## src/rtl/udp_tx_pkg.sv

```systemverilog
// Shared types and constants for the GMII UDP transmitter.
// State encoding, header constants and payload limits.
package udp_tx_pkg;

  typedef enum logic [3:0] {
    ST_IDLE,
    ST_CHECK_SUM,
    ST_PREAMBLE,
    ST_ETH_HEAD,
    ST_IP_HEAD,
    ST_UDP_HEAD,
    ST_TX_DATA,
    ST_PAD,
    ST_CRC,
    ST_IFG
  } tx_state_t;

  localparam logic [15:0] ETH_TYPE_IPV4 = 16'h0800;
  localparam logic [7:0]  IP_PROTO_UDP  = 8'h11;
  localparam logic [7:0]  IP_TTL        = 8'h40;

  localparam logic [15:0] PREAMBLE_LEN  = 16'd7;
  localparam logic [15:0] ETH_HEAD_LEN  = 16'd14;
  localparam logic [15:0] IP_HEAD_LEN   = 16'd20;
  localparam logic [15:0] UDP_HEAD_LEN  = 16'd8;

  localparam logic [15:0] MIN_PAYLOAD   = 16'd18;
  localparam logic [15:0] MAX_PAYLOAD   = 16'd1472;
  localparam logic [31:0] CRC_INIT      = 32'hFFFF_FFFF;

endpackage

```

## src/rtl/crc32_d8.sv

```systemverilog
// Byte-wide Ethernet CRC-32 (reflected 0x04C11DB7).
// Register holds the running reflected CRC, not inverted.
module crc32_d8
  import udp_tx_pkg::*;
(
  input  logic        clk,
  input  logic        rst_n,
  input  logic [7:0]  data,
  input  logic        crc_en,
  input  logic        crc_clr,
  output logic [31:0] crc_data,
  output logic [31:0] crc_next
);

  // Fold one byte into the register, LSB first.
  always_comb begin
    crc_next = crc_data ^ {24'h0, data};
    for (int i = 0; i < 8; i++) begin
      if (crc_next[0])
        crc_next = (crc_next >> 1) ^ 32'hEDB8_8320;
      else
        crc_next = crc_next >> 1;
    end
  end

  // Running CRC register, reloaded while the transmitter idles.
  always_ff @(posedge clk or negedge rst_n) begin
    if (!rst_n)
      crc_data <= CRC_INIT;
    else if (crc_clr)
      crc_data <= CRC_INIT;
    else if (crc_en)
      crc_data <= crc_next;
  end

endmodule

```

## src/rtl/udp_tx_gmii.sv

```systemverilog
// UDP/IPv4/Ethernet frame builder driving a GMII transmitter.
// Pulls payload with tx_req, outputs are registered one cycle.
module udp_tx_gmii
  import udp_tx_pkg::*;
#(
  parameter logic [47:0] BOARD_MAC  = 48'h00_11_22_33_44_55,
  parameter logic [31:0] BOARD_IP   = {8'd192, 8'd168, 8'd1, 8'd10},
  parameter logic [15:0] BOARD_PORT = 16'd1234,
  parameter logic [47:0] DES_MAC    = 48'hff_ff_ff_ff_ff_ff,
  parameter logic [31:0] DES_IP     = {8'd192, 8'd168, 8'd1, 8'd102},
  parameter logic [15:0] DES_PORT   = 16'd1234,
  parameter logic [7:0]  IFG_CYCLES = 8'd12
) (
  input  logic        clk,
  input  logic        rst_n,
  input  logic        tx_start_en,
  input  logic [15:0] tx_byte_num,
  input  logic [7:0]  tx_data,
  output logic        tx_req,
  output logic        tx_done,
  output logic        gmii_tx_en,
  output logic [7:0]  gmii_txd
);

  tx_state_t   state;
  tx_state_t   state_nx;
  logic [15:0] cnt;
  logic [15:0] byte_num;
  logic [15:0] ident;
  logic [15:0] checksum;
  logic [18:0] csum_a;
  logic [18:0] csum_b;
  logic [19:0] csum_s;

  logic [15:0] total_len;
  logic [15:0] udp_len;
  logic [111:0] eth_hdr;
  logic [159:0] ip_hdr;
  logic [63:0]  udp_hdr;

  logic [7:0]  txd_d;
  logic        en_d;
  logic        req_d;
  logic        done_d;
  logic        crc_en;
  logic        crc_clr;
  logic [31:0] crc_data;
  logic [31:0] crc_next;

  assign total_len = byte_num + 16'd28;
  assign udp_len   = byte_num + 16'd8;
  assign crc_clr   = (state == ST_IDLE);

  assign eth_hdr = {DES_MAC, BOARD_MAC, ETH_TYPE_IPV4};
  assign ip_hdr  = {8'h45, 8'h00, total_len, ident,
                    16'h4000, IP_TTL, IP_PROTO_UDP,
                    checksum, BOARD_IP, DES_IP};
  assign udp_hdr = {BOARD_PORT, DES_PORT, udp_len, 16'h0000};

  crc32_d8 u_crc (
    .clk      (clk),
    .rst_n    (rst_n),
    .data     (txd_d),
    .crc_en   (crc_en),
    .crc_clr  (crc_clr),
    .crc_data (crc_data),
    .crc_next (crc_next)
  );

  // Next state, next output byte, request and CRC enable.
  always_comb begin
    state_nx = state;
    txd_d    = 8'h00;
    en_d     = 1'b0;
    req_d    = 1'b0;
    done_d   = 1'b0;
    crc_en   = 1'b0;
    unique case (state)
      ST_IDLE: begin
        if (tx_start_en)
          state_nx = ST_CHECK_SUM;
      end
      ST_CHECK_SUM: begin
        if (cnt == 16'd3)
          state_nx = ST_PREAMBLE;
      end
      ST_PREAMBLE: begin
        en_d  = 1'b1;
        txd_d = (cnt == PREAMBLE_LEN) ? 8'hD5 : 8'h55;
        if (cnt == PREAMBLE_LEN)
          state_nx = ST_ETH_HEAD;
      end
      ST_ETH_HEAD: begin
        en_d   = 1'b1;
        crc_en = 1'b1;
        txd_d  = eth_hdr[8'd111 - {1'b0, cnt[3:0], 3'b000} -: 8];
        if (cnt == ETH_HEAD_LEN - 16'd1)
          state_nx = ST_IP_HEAD;
      end
      ST_IP_HEAD: begin
        en_d   = 1'b1;
        crc_en = 1'b1;
        txd_d  = ip_hdr[8'd159 - {cnt[4:0], 3'b000} -: 8];
        if (cnt == IP_HEAD_LEN - 16'd1)
          state_nx = ST_UDP_HEAD;
      end
      ST_UDP_HEAD: begin
        en_d   = 1'b1;
        crc_en = 1'b1;
        txd_d  = udp_hdr[6'd63 - {cnt[2:0], 3'b000} -: 8];
        if (cnt == UDP_HEAD_LEN - 16'd2)
          req_d = (byte_num != 16'd0);
        if (cnt == UDP_HEAD_LEN - 16'd1) begin
          req_d    = (byte_num > 16'd1);
          state_nx = (byte_num == 16'd0) ? ST_PAD : ST_TX_DATA;
        end
      end
      ST_TX_DATA: begin
        en_d   = 1'b1;
        crc_en = 1'b1;
        txd_d  = tx_data;
        req_d  = ({1'b0, cnt} + 17'd2) < {1'b0, byte_num};
        if (cnt == byte_num - 16'd1)
          state_nx = (byte_num < MIN_PAYLOAD) ? ST_PAD : ST_CRC;
      end
      ST_PAD: begin
        en_d   = 1'b1;
        crc_en = 1'b1;
        if (cnt + byte_num == MIN_PAYLOAD - 16'd1)
          state_nx = ST_CRC;
      end
      ST_CRC: begin
        en_d  = 1'b1;
        txd_d = ~crc_data[{cnt[1:0], 3'b000} +: 8];
        if (cnt == 16'd3)
          state_nx = ST_IFG;
      end
      ST_IFG: begin
        if (cnt == {8'h00, IFG_CYCLES} - 16'd1) begin
          done_d   = 1'b1;
          state_nx = ST_IDLE;
        end
      end
      default: state_nx = ST_IDLE;
    endcase
  end

  // State register and per-state byte counter.
  always_ff @(posedge clk or negedge rst_n) begin
    if (!rst_n) begin
      state <= ST_IDLE;
      cnt   <= 16'd0;
    end else begin
      state <= state_nx;
      if (state_nx != state || state == ST_IDLE)
        cnt <= 16'd0;
      else
        cnt <= cnt + 16'd1;
    end
  end

  // Latch clamped payload length and advance IP ident per frame.
  always_ff @(posedge clk or negedge rst_n) begin
    if (!rst_n) begin
      byte_num <= 16'd0;
      ident    <= 16'd0;
    end else begin
      if (state == ST_IDLE && tx_start_en)
        byte_num <= (tx_byte_num > MAX_PAYLOAD) ?
                    MAX_PAYLOAD : tx_byte_num;
      if (done_d)
        ident <= ident + 16'd1;
    end
  end

  // Four-cycle IP header checksum: two partial sums, add, fold, fold+invert.
  always_ff @(posedge clk or negedge rst_n) begin
    if (!rst_n) begin
      csum_a   <= 19'd0;
      csum_b   <= 19'd0;
      csum_s   <= 20'd0;
      checksum <= 16'd0;
    end else if (state == ST_CHECK_SUM) begin
      unique case (cnt[1:0])
        2'd0: begin
          csum_a <= 19'h04500 + {3'b0, total_len} + {3'b0, ident}
                  + 19'h04000 + {3'b0, IP_TTL, IP_PROTO_UDP};
          csum_b <= {3'b0, BOARD_IP[31:16]} + {3'b0, BOARD_IP[15:0]}
                  + {3'b0, DES_IP[31:16]} + {3'b0, DES_IP[15:0]};
        end
        2'd1: csum_s <= {1'b0, csum_a} + {1'b0, csum_b};
        2'd2: csum_s <= {4'h0, csum_s[15:0]} + {16'h0, csum_s[19:16]};
        2'd3: checksum <= ~(csum_s[15:0] + {12'h0, csum_s[19:16]});
        default: ;
      endcase
    end
  end

  // Registered GMII, request and done outputs.
  always_ff @(posedge clk or negedge rst_n) begin
    if (!rst_n) begin
      gmii_tx_en <= 1'b0;
      gmii_txd   <= 8'h00;
      tx_req     <= 1'b0;
      tx_done    <= 1'b0;
    end else begin
      gmii_tx_en <= en_d;
      gmii_txd   <= txd_d;
      tx_req     <= req_d;
      tx_done    <= done_d;
    end
  end

endmodule

```

## config.mk

```make
export PLATFORM = sky130hd
export DESIGN_NAME = udp_tx_gmii
export DESIGN_NICKNAME = d
export VERILOG_FILES = /design/src/rtl/udp_tx_pkg.sv /design/src/rtl/crc32_d8.sv /design/src/rtl/udp_tx_gmii.sv
export SDC_FILE = /design/constraint.sdc
export NUM_CORES = 1
export LEC_CHECK = 0
export BUFFER_PORTS_ARGS = -buffer_cell sky130_fd_sc_hd__buf_2
export CORE_ASPECT_RATIO = 0.8
export CORE_MARGIN = 4
export CORE_UTILIZATION = 55
export DETAILED_ROUTE_END_ITERATION = 8
export PLACE_DENSITY = 0.75
export SYNTH_ARGS = -nofsm -noshare
export SYNTH_HDL_FRONTEND = slang
export SYNTH_SLANG_ARGS = --single-unit
```

## constraint.sdc

```tcl
create_clock -name clk -period 3.3 [get_ports clk]
set_input_delay 0.495 -clock clk [delete_from_list [all_inputs] [get_ports clk]]
set_output_delay 0.495 -clock clk [all_outputs]
set_load 0.01 [all_outputs]
```

# Yosys cells after proc, flatten, opt, wreduce, memory -nomap -nowiden
# Index checks and enable logic that the tools add are counted.
# word_totals
ff_bits,151
inputBits,27
# classes
n_addsub,17
n_lt_le_gt_ge,4
n_eq_ne,21
shift,4
n_mux,35
bitwise,11
reduce_logical,13
# ops
op,n
$mux 32,10
$shiftx 167x9->8,1
$shiftx 119x9->8 const A,1
$not 13->14,8
$shiftx 71x7->8,1
$pmux 8 s6,1
$mux 4,11
$pmux 20 s2,1
$pmux 4 s10,1
$add 16x1->16 const B,2
$eq 16x3->1 const B,2
$eq 16x4->1 const B,2
$eq 16x5->1 const B,2
$mux 16,2
$shiftx 32x6->8,1
$xor 32x8->32,1
$add 19x17->20,1
$add 18x15->19 const B,1
$add 19x15->19 const B,1
$add 17x16->18,1
$add 15x16->17 const A,1
$add 16x2->17 const B,1
$add 16x4->17,1
$lt 17x16->1,1
35 further kinds,50

# Longest topological paths before layout
# logic_depth
word_depth,22
depth_mapped,18

# Hierarchy
# From an unflattened synthesis, not the netlist that was laid out.
# hier_totals
cells_unflattened,1388
area_unflattened_um2,12394.4
# modules_own_cells
mod,n_inst,cells_per_inst,area_per_inst_um2
udp_tx_gmii,1,1205,10171.0
crc32_d8,1,183,2223.4

# Worst setup path before layout
# OpenSTA, ideal clock, no wires.
# synth_timing
path_type,register -> register
from,reg byte_num[4]
to,reg csum_a[15]
setup_ns,0.136
arrival_ns,3.538
path_slack_ns,-0.374
stages_incl_launch_ff,18
path_cell_list,dfrtp_1 buf_2 inv_1 ha_1 a21boi_2 xnor2_1 ha_1 ha_1 inv_1 o21bai_1 a21oi_1 o21bai_1 a21oi_1 o21ai_0 o41a_1 a21oi_1 xnor2_1 o21ai_0
# synth_via
elab_chain_cells,5
# synth_rtl
item,line,rtl
from (decl),udp_tx_gmii.sv:28,logic [15:0] byte_num;
from (signal assigned),udp_tx_gmii.sv:169,byte_num <= (tx_byte_num > MAX_PAYLOAD) ?
$add 16x5->16,udp_tx_gmii.sv:50,assign total_len = byte_num + 16'd28;
$add 15x16->17,udp_tx_gmii.sv:186,"csum_a <= 19'h04500 + {3'b0, total_len} + {3'b0, ident}"
$add 17x16->18,udp_tx_gmii.sv:186,
$add 18x15->19,udp_tx_gmii.sv:187,"+ 19'h04000 + {3'b0, IP_TTL, IP_PROTO_UDP};"
$add 19x15->19,udp_tx_gmii.sv:187,
to (signal assigned),udp_tx_gmii.sv:186,
to (decl),udp_tx_gmii.sv:31,logic [18:0] csum_a;
# Every way passes these cells.
# A chain may end at the register's enable or synchronous reset.

# Worst setup path after layout
# layout_timing
from,reg byte_num[3]
to,reg u_crc.crc_data[20]
# layout_via
elab_cells_between_ends,22
# layout_rtl
item,line,rtl
$add 16x5->16 / $add 16x4->16 (equally long branches),"udp_tx_gmii.sv:50, udp_tx_gmii.sv:51",
$shiftx 167x9->8 / $shiftx 71x7->8 (equally long branches),"udp_tx_gmii.sv:103, udp_tx_gmii.sv:110",
$pmux 8 s6 (*),udp_tx_gmii.sv:78,unique case (state)
named net txd_d[1],udp_tx_gmii.sv:41,logic [7:0] txd_d;
$xor 32x8->32 (*),crc32_d8.sv:17,"crc_next = crc_data ^ {24'h0, data};"
$mux 32 (*) (3 in a row),crc32_d8.sv:19,if (crc_next[0])
$not 13->14 (no source line),n/a,
$mux 32 (*),crc32_d8.sv:19,
$not 13->14 (no source line),n/a,
$mux 32 (*) (2 in a row),crc32_d8.sv:19,
$not 13->14 (no source line),n/a,
$mux 32 (*),crc32_d8.sv:19,
$not 13->14 (no source line),n/a,
$mux 32 (*),crc32_d8.sv:19,
$mux 32 (*),crc32_d8.sv:32,else if (crc_en)
$mux 32 (*),crc32_d8.sv:30,else if (crc_clr)
to (signal assigned),crc32_d8.sv:33,crc_data <= crc_next;
to (decl),crc32_d8.sv:11,"output logic [31:0] crc_data,"
# Mark *: on every way through the listed nets, which the timed path passes. The rest lies on a longest branch. The select of a mux whose other input is x is not followed.

==> results by group <==
Outcome
  – Outcome: finished with violations
  – Failing checks: negative setup slack

Global routing
  – Total track usage: 0.2974
  – Initial antenna violation count: 0
  – Largest net degree at the start of global routing: 66
  – First-pass GRT wire length: 58440 um
  – Vias in the first global route: 10931
  – Total grt overflow: 0

Place
  – DP HPWL: 27790 um
  – I/O Buffers: 37
  – Dpl cells: 1791
  – Worst slack, placed: -177.1 ps
  – DP Area: 13840 um^2
  – Final GP Congestion: 0.9967

STA
  – RSZ-0062 raised after global routing: yes
  – Smallest setup slack after layout: -128.3 ps
  – Final hold violations: 0
  – Slew headroom: 0.4277
  – Setup violators final: 20
  – Max Freq: 291.7 MHz
  – Final min period: 3428 ps
  – Pins over their slew limit: 0
  – Worst Skew: 17.37 ps
  – Tcrit/Tclk final: 1.039
  – Slew @ Worst Pin: 856.4 ps

CTS
  – Clk pin slew, worst setup/hold paths: 80 ps
  – CTS sink cnt: 149
  – Root Buffer: clkbuf_16
  – TritonCTS buffer count: 17
  – TritonCTS clock tree: done
  – Htree depth: 4
  – Clk buf depth: 2
  – Clk Latency, worst-skew pair: 450 ps
  – CTS Hold Bufs: 0

Drt
  – Routed WL: 38080 um
  – DR WL/cell: 20.44 um
  – DRT iter0 DRCs: 1091
  – Total number of vias: 11309
  – Met3 Routed Length: 2824 um
  – Avg Vias per Cell: 6.070
  – WL met1: 16480 um
  – DRC Markers: 0
  – Antenna Nets Post-Route: 0
  – Top layer in use: met4
  – Routed met2 length: 17530 um
  – First-pass iteration count of the detailed router: 5

Worst setup path
  – Worst setup SP type: flip-flop
  – Req. time, crit path: 3670 ps
  – Reg-to-reg slack, setup: -130 ps
  – Data arrival, critical path: 3800 ps
  – Critical Path Fanout Max: 4
  – WS Path Type: reg -> reg
  – Crit-path max cell delay: 400 ps
  – CP endpoint kind: flip-flop
  – Slowest CP cell: dfrtp_1
  – Cell Chain, Critical Path: inv_2 -> buf_6 -> ha_4 -> a21boi_4 -> buf_6 -> nor2_1 -> xnor2_2 -> o211ai_1 -> nand3_4 -> xor2_4 -> buf_4 -> xnor2_1 -> xnor2_1 -> xor2_1 -> buf_4 -> xor2_1 -> a21oi_1

Yosys
  – Synth Warn #: 0
  – Area share of the largest cell type after synthesis: 0.2381
  – Syn Area/Cell: 8.964 um^2
  – Synth area leader: dfrtp_1
  – Yosys reg bits: 149
  – Post-synth ARST share: 1.000
  – Most used DFF post-synth: dfrtp_1
  – Synthesized area: 12300 um^2
  – Post-synth EDFFs: 0
  – Yosys cell types: 96
  – Sequential-to-total area share from yosys stat: 0.3064
  – Syn nets: 1494
  – Synth area leaders: dfrtp_1 24%, ha_1 9.3%, xnor2_1 8.2%
  – Gate Count Post-Synth: 1372

Job
  – Max cap viols: 0

Cells and area
  – Finished Layout Cells: 1863
  – Filler cells: 1577
  – Layout net count: 1672
  – Final Cell Area: 15390 um^2
  – Inserted Diodes: 0
  – Layout area overhead: 25.15%
  – Share of cells above drive strength 1: 0.2969

Power and ir drop
  – Peak VDD IR: 0.3748 mV
  – LEAKAGE: 6.814 nW
  – Pwr/cell area: 251.2 nW/um^2

Die
  – Core ar.: 21800 um^2
  – Die H: 141.7 um
  – Die ar.: 24830 um^2
  – I/O pin total: 38
  – Die Wd: 175.2 um
  – FP Rows: 48
  – Starting Density: 0.5641

Min path
  – Worst hold path type: in -> async
report_power, final:
| part | internal, W | switching (W) | leakage (nW) | total, W |
|---|---|---|---|---|
| Sequential | 0.00183 | 0 | 1.72 | 0.00183 |
| Combinational | 0.0000169 | 0.0000450 | 4.81 | 0.0000619 |
| Clock | 0.00107 | 0.000905 | 0.281 | 0.00198 |
| Total | 0.00292 | 0.000950 | 6.81 | 0.00387 |
layout make-up:
cell class | instances | area (um^2) | share of cell area
clock buffer | 17 | 425.4 | 0.02764
tap | 300 | 375.4 | 0.02439
inverter | 63 | 242.7 | 0.01577
clock inverter | 15 | 162.7 | 0.01057
sequential | 149 | 3779 | 0.2455
timing repair buffer | 235 | 1803 | 0.1171
multi-input combinational | 1084 | 8603 | 0.5590
cell families (layout without fill, tap and decap cells):
kind of cell / Yosys count / after routing / share of synthesized area
flip-flops: 149 / 149 / 0.3064
multiplexers: 32 / 32 / 0.03469
adder cells (fa/ha/maj): 95 / 95 / 0.09909
XOR/XNOR: 192 / 192 / 0.1526
buffers and inverters: 139 / 330 / 0.05026
AND/OR/NAND/NOR: 430 / 430 / 0.1815
AO/OA/AOI/OAI: 335 / 335 / 0.1754
critical path, delay by kind of cell (launching register included):
family | cells | cell delay (ps)
buffers and inverters | 5 | 680
xor gates and xnor gates | 6 | 1230
and+or+nand+nor | 2 | 230
AOI/OAI and AO/OA | 3 | 690
adders and majority gates | 1 | 130
DFF | 1 | 400
cell usage after synthesis (12+ instances only):
cell type	n
inv_1	60
nand3_1	56
o22ai_1	13
nor2_1	89
nor3_1	54
ha_1	91
nand2b_1	15
buf_2	20
nand2_1	100
xor2_1	60
dfstp_2	32
xnor2_1	115
and3_1	20
a21o_1	13
o21ai_0	92
a21oi_1	99
nand4_1	18
mux2i_1	19
dfrtp_1	117
clkbuf_1	42
nor4_1	12
cells in the final DEF (no fill, tap or decap), types with 14 or more instances in the layout:
cell and count:
nand3_1 54, nand4_1 18, xnor2_2 14, nor3_1 51, dfstp_2 32, and3_1 20, inv_1 51, xor2_1 56
buf_4 181, nor2_1 84, xnor2_1 103, clkbuf_16 17, a21oi_1 86, dfrtp_1 109, o21ai_0 81, buf_2 36
nand2b_1 15, nand2_1 98, mux2i_1 18, ha_1 74
timing repair:
action                                  in CTS  in global routing
gates resized for setup                     16                122
gates cloned                                 0                  1
buffers inserted                             8                 31
endpoints found under the setup margin      40                 50
hold endpoints to repair                     0                  0
pin swaps                                   15                 71
worst paths after layout:
kind	endpoint	start	cells after the start
max in group asynchronous	u_crc.crc_data[30]	rst_n	2
worst min register to register	checksum[3]	checksum[3]	2
min in group clk	byte_num[5]	tx_byte_num[5]	3
worst max-delay path	u_crc.crc_data[20]	byte_num[3]	17
worst max register to register	u_crc.crc_data[20]	byte_num[3]	17
worst min-delay path	byte_num[6]	rst_n	1
metal layers:
metal / up-vias / track usage
met5: - / 0
met3: 109 / 0.06526
met2: 512 / 0.4596
met4: 0 / 0.1149
met1: 5416 / 0.4110
li1: 5272 / -
metrics by stage:
stage | TNS [ps] | hold WS (ps) | utilization | power, W
3_5_place_dp | -1604 | 469.9 | 0.6347 | 0.001925
4_1_cts | -8.358 | 62.79 | 0.6678 | 0.003882
2_1_floorplan | -10.51 | 199.4 | - | 0.001864
6_report | -664.4 | 45.62 | 0.7060 | 0.003866
5_1_grt | -4289 | 89.56 | 0.7060 | 0.003970
3_3_place_gp | -663.2 | 461.4 | 0.6347 | 0.001924
sequential cells by signal, indices dropped and copies added (netlist names), 4 cells and up:
signal          count
byte_num           16
checksum           16
cnt                16
csum_a             18
csum_s             19
gmii_txd            8
ident              16
state               4
u_crc.crc_data     32
Note: power is estimated with default switching activity, not from simulation.
